--- src/rtl/pe_residual_sequencer.sv ---
// pe_residual_sequencer: read/popcount/accumulate sequencer over residual levels and chunks, then one binarize phase
module pe_residual_sequencer #(
  parameter int NUM_LEVELS = 2,
  parameter int NUM_CHUNKS = 4,
  parameter int PCNT_LAT   = 2,
  parameter int ADDR_W     = 8,
  parameter int LVL_W      = 1,
  parameter int TIMEOUT    = 255
) (
  input  logic              clk,
  input  logic              rst,
  input  logic              i_start,
  input  logic              i_abort,
  output logic              o_mem_rd_req,
  output logic [ADDR_W-1:0] o_mem_rd_addr,
  input  logic              i_mem_rd_valid,
  output logic              o_pcnt_en,
  output logic              o_acc_en,
  output logic              o_acc_clr,
  output logic [LVL_W-1:0]  o_level_idx,
  output logic              o_bin_start,
  input  logic              i_bin_done,
  output logic              o_busy,
  output logic              o_done,
  output logic              o_err
);
  localparam int CW = NUM_CHUNKS > 1 ? $clog2(NUM_CHUNKS) : 1;
  localparam int PW = $clog2(PCNT_LAT + 1);
  localparam int TW = $clog2(TIMEOUT + 1);
  typedef enum logic [3:0] {
    S_IDLE, S_CLEAR, S_READ, S_WAIT, S_PCNT, S_ACC, S_BIN, S_BWAIT, S_DONE, S_ERR
  } state_t;
  state_t            r_state, w_next;
  logic [CW-1:0]     r_chunk;
  logic [LVL_W-1:0]  r_level;
  logic [ADDR_W-1:0] r_addr;
  logic [PW-1:0]     r_lat;
  logic [TW-1:0]     r_to;
  logic              w_last_chunk, w_last_level, w_lat_done, w_to_done;
  assign w_last_chunk = r_chunk == CW'(NUM_CHUNKS - 1);
  assign w_last_level = r_level == LVL_W'(NUM_LEVELS - 1);
  assign w_lat_done   = r_lat == PW'(PCNT_LAT - 1);
  assign w_to_done    = r_to == TW'(TIMEOUT - 1);
  always_comb begin
    w_next = r_state;
    case (r_state)
      S_IDLE:  w_next = i_start ? S_CLEAR : S_IDLE;
      S_CLEAR: w_next = S_READ;
      S_READ:  w_next = S_WAIT;
      S_WAIT:  w_next = i_mem_rd_valid ? S_PCNT : (w_to_done ? S_ERR : S_WAIT);
      S_PCNT:  w_next = w_lat_done ? S_ACC : S_PCNT;
      S_ACC:   w_next = (w_last_chunk && w_last_level) ? S_BIN : S_READ;
      S_BIN:   w_next = S_BWAIT;
      S_BWAIT: w_next = i_bin_done ? S_DONE : S_BWAIT;
      S_DONE:  w_next = S_IDLE;
      S_ERR:   w_next = S_ERR;
      default: w_next = S_IDLE;
    endcase
    if (i_abort) w_next = S_IDLE;
  end
  // the address tracks level*NUM_CHUNKS+chunk, so it simply steps by one per ACC
  always_ff @(posedge clk) begin
    if (!rst) begin
      r_state <= S_IDLE;
      r_chunk <= '0;
      r_level <= '0;
      r_addr  <= '0;
      r_lat   <= '0;
      r_to    <= '0;
    end else begin
      r_state <= w_next;
      if (i_abort || r_state == S_CLEAR || r_state == S_DONE) begin
        r_chunk <= '0;
        r_level <= '0;
        r_addr  <= '0;
        r_lat   <= '0;
        r_to    <= '0;
      end else begin
        if (r_state == S_READ) r_to <= '0;
        if (r_state == S_WAIT) begin
          if (i_mem_rd_valid) r_lat <= '0;
          else r_to <= r_to + 1'b1;
        end
        if (r_state == S_PCNT) r_lat <= r_lat + 1'b1;
        if (r_state == S_ACC && !(w_last_chunk && w_last_level)) begin
          r_chunk <= w_last_chunk ? '0 : r_chunk + 1'b1;
          r_level <= w_last_chunk ? r_level + 1'b1 : r_level;
          r_addr  <= r_addr + 1'b1;
        end
      end
    end
  end
  assign o_mem_rd_req  = r_state == S_READ;
  assign o_mem_rd_addr = r_addr;
  assign o_level_idx   = r_level;
  assign o_pcnt_en     = r_state == S_PCNT;
  assign o_acc_en      = r_state == S_ACC;
  assign o_acc_clr     = r_state == S_CLEAR;
  assign o_bin_start   = r_state == S_BIN;
  assign o_done        = r_state == S_DONE;
  assign o_err         = r_state == S_ERR;
  assign o_busy        = !(r_state == S_IDLE || r_state == S_ERR);
endmodule

--- config.mk ---
export PLATFORM = sky130hd
export DESIGN_NAME = pe_residual_sequencer
export DESIGN_NICKNAME = d
export VERILOG_FILES = /design/src/rtl/pe_residual_sequencer.sv
export SDC_FILE = /design/constraint.sdc
export NUM_CORES = 1
export LEC_CHECK = 0
export CAP_MARGIN = 0
export CORE_MARGIN = 2
export CORE_UTILIZATION = 30
export CTS_BUF_LIST = sky130_fd_sc_hd__clkbuf_8
export CTS_CLUSTER_DIAMETER = 30
export DETAILED_ROUTE_END_ITERATION = 7
export SLEW_MARGIN = 30
export SYNTH_ARGS = -nofsm -noshare
export SYNTH_HDL_FRONTEND = slang
export SYNTH_SLANG_ARGS = --single-unit
--- constraint.sdc ---
create_clock -name clk -period 1.91 [get_ports clk]
set_input_delay 0.2865 -clock clk [delete_from_list [all_inputs] [get_ports clk]]
set_output_delay 0.2865 -clock clk [all_outputs]
set_load 0.005 [all_outputs]
==> reports/summary.txt <==
outcome: finished, final reports clean
Crit. End Element: output port
combinational power share: 7.6%
Die H: 71.4 µm
Root Driver: clkbuf_8
DR vias/cell: 5.12
most common cell in the netlist: nor2_1
Net Count, Synth: 180
slew margin rel.: 75.1%
post-synthesis sequential area ratio: 36.7%
Layout Nets: 221
Hold Crit Class: reg -> reg
post-layout instance area: 1880 µm²
Top FF cell, synth: dfxtp_1
Sw Share: 22.9%
fin crit period: 1.82 ns
crit-path max FO: 12
clock power share: 35.0%
Buf/Inv on CP: 2
power per cell area: 486 nW/µm²
post-synth top area share: 36.7%
synth top area cells: dfxtp_1 37%, nor2_1 7.2%, ha_1 4.6%
layout cells sized above 1: 20.6%
maximum clock path buffer count: 2
CTS HTree Levels: 1
chip width: 71.4 µm
antenna violations before repair: 0
EDFF count, synth: 0
gp weighted congestion: 0.768
CTS tree: built
R2R cell count: 6
cell family with the largest share of critical-path delay: buffers and inverters
WP data required: 1.62 ns
vias in the first global route: 1218
first drt pass iteration count: 4
Mapped Area: 1360 µm²
Final Cycle Share: 95.5%
FILL cells: 449
Total GRT Usage: 13.3%
Static Leak: 0.724 nW
core area: 4350 µm²
Placed Area: 1710 µm²
cell chain of the critical path: buf_6 > xnor2_2 > nand2_1 > clkdlybuf4s50_1
Num CTS Buffers: 3
Final Hold Viols: 0
Internal Power: 703 µW
IO buf count: 22
Slew Limit Fails: 0
FF+latch count, synth: 25
Starting Density: 31.3%
# IOs: 23
Synth cell types: 44
Setup CP Type: reg -> out
via count: 1337
clk slew on worst S/H paths: 0.09 ns
crit path DAT: 1.54 ns
diodes inserted: 0
clock skew: 0.00410 ns
GRT overflow: 0
DRC: 0
Ys Warns: 0
# placed instances: 246
hold path cells: 2
drt first-iter violations: 68
crit start category: register
Post-CTS Hold Buffers: 0
setup_tns: 0 ns
Mapped Cells: 169
total length of routed wires: 3.27 mm
clk sink count: 25
top cells by count, synth: 26 x nor2_1, 25 x dfxtp_1, 14 x nand2_1
post-route ant nets: 0
max-cap violations: 0
Non-Filler Instances: 261
Reg power frac: 57.4%
largest net degree at the start of global routing: 18
net switching power: 209 µW
clk_lat worst skew: 0.27 ns
RSZ-0062 raised after global routing: no
area leader, netlist: dfxtp_1
worst slew pin tran: 0.364 ns
Final Setup Violations: 0
Max IR drop VDD: 0.444 mV
Routed WL per cell: 12.5 µm
FMAX: 548 MHz
Final HPWL DP: 2.30 mm
die area: 5100 µm²
Area Overhead vs Synth: 37.7%
asr flop ratio synth: 0%
first-pass GRT wire length: 5.60 mm
Row Count: 24
CP Depth: 4
Mapped Avg Cell Area: 8.06 µm²
max incr delay on CP: 0.45 ns
critical path's slowest cell: clkdlybuf4s50_1
through the flow:
stage	hold WS (ns)	setup slack, ns	utilization [%]	power, mW
final	0.465	0.0865	43.1	0.912
after floorplan	0.440	0.387	-	0.566
after detailed placement	0.456	0.151	39.2	0.597
after global placement	0.446	0.170	39.2	0.597
after CTS	0.469	0.0386	41.7	0.916
after global routing	0.491	0.00104	43.1	0.951
layout by cell type, fill, tap and decap left out, types with 2 or more instances in the layout:
master and instances:
a21o_1 2, a21oi_1 10, a22oi_1 2, a311oi_1 2, a31oi_1 2, and2_1 2
and4_1 2, buf_4 21, buf_6 3, clkbuf_8 3, clkdlybuf4s50_1 17, dfxtp_1 23
dfxtp_2 2, dlygate4sd2_1 3, dlymetal6s2s_1 2, ha_1 5, inv_1 5, inv_2 2
mux2_2 2, nand2_1 14, nand2b_1 2, nand3_1 9, nand4_1 6, nor2_1 26
nor3_1 7, nor3b_1 2, nor4_1 2, xnor2_1 2, xor2_1 6
logic make-up after synthesis:
kind of cell	share of synthesized area [%]
buf+inv	5.23
simple gates	32.3
fa+ha+maj	4.59
compound gates	12.9
flops	36.7
mux	2.39
xor+xnor	5.79
worst paths after layout:
path	start	to	slack [ns]
worst max-delay path	r_state[3]	o_busy	0.09
worst min-delay path	r_chunk[1]	r_chunk[1]	0.47
worst max register to register	r_state[3]	o_mem_rd_addr[7]	0.12
worst min register to register	r_chunk[1]	r_chunk[1]	0.47
registers in the layout, summed over array words and instances (netlist names):
signal	cells
o_level_idx	1
o_mem_rd_addr	8
r_chunk	2
r_lat	2
r_state	4
r_to	8
what timing repair did:
action                     4_1_cts  5_1_grt
pin swaps                        2        0
setup endpoints to repair        6        4
setup buffers                    5        6
resized for setup               12        5
area by class of cell:
cell class,count,area (µm²),share of cell area [%]
multi-input cells,127,823,43.9
flip-flops and latches,25,503,26.8
repair buffers,46,413,22.0
well taps,52,65.1,3.47
clock buffers,3,41.3,2.20
inverters,7,26.3,1.40
clock inverters,1,5.00,0.267
routing by layer:
layer  vias to the layer above  global-route usage, %  part of all wire [%]
li1                        682                      -                     -
met1                       617                   18.5                    48
met2                        36                   20.9                    46
met3                         2                   3.52                   5.6
met4                         0                   2.94                  0.40
met5                         -                      0                     0
power by group through the flow:
stage	combinational [mW]	sequential (mW)	clock (mW)
2_1_floorplan	0.0310	0.535	0
3_3_place_gp	0.0612	0.535	0
3_5_place_dp	0.0614	0.535	0
4_1_cts	0.0643	0.524	0.328
5_1_grt	0.0759	0.524	0.351
6_report	0.0693	0.523	0.319
tightest hold or removal path, stage by stage, from the launching register on:
cell and delay (ns):
dfxtp_1 0.32, nand2_1 0.05, a21oi_1 0.05
Note: power is estimated with default switching activity, not from simulation.
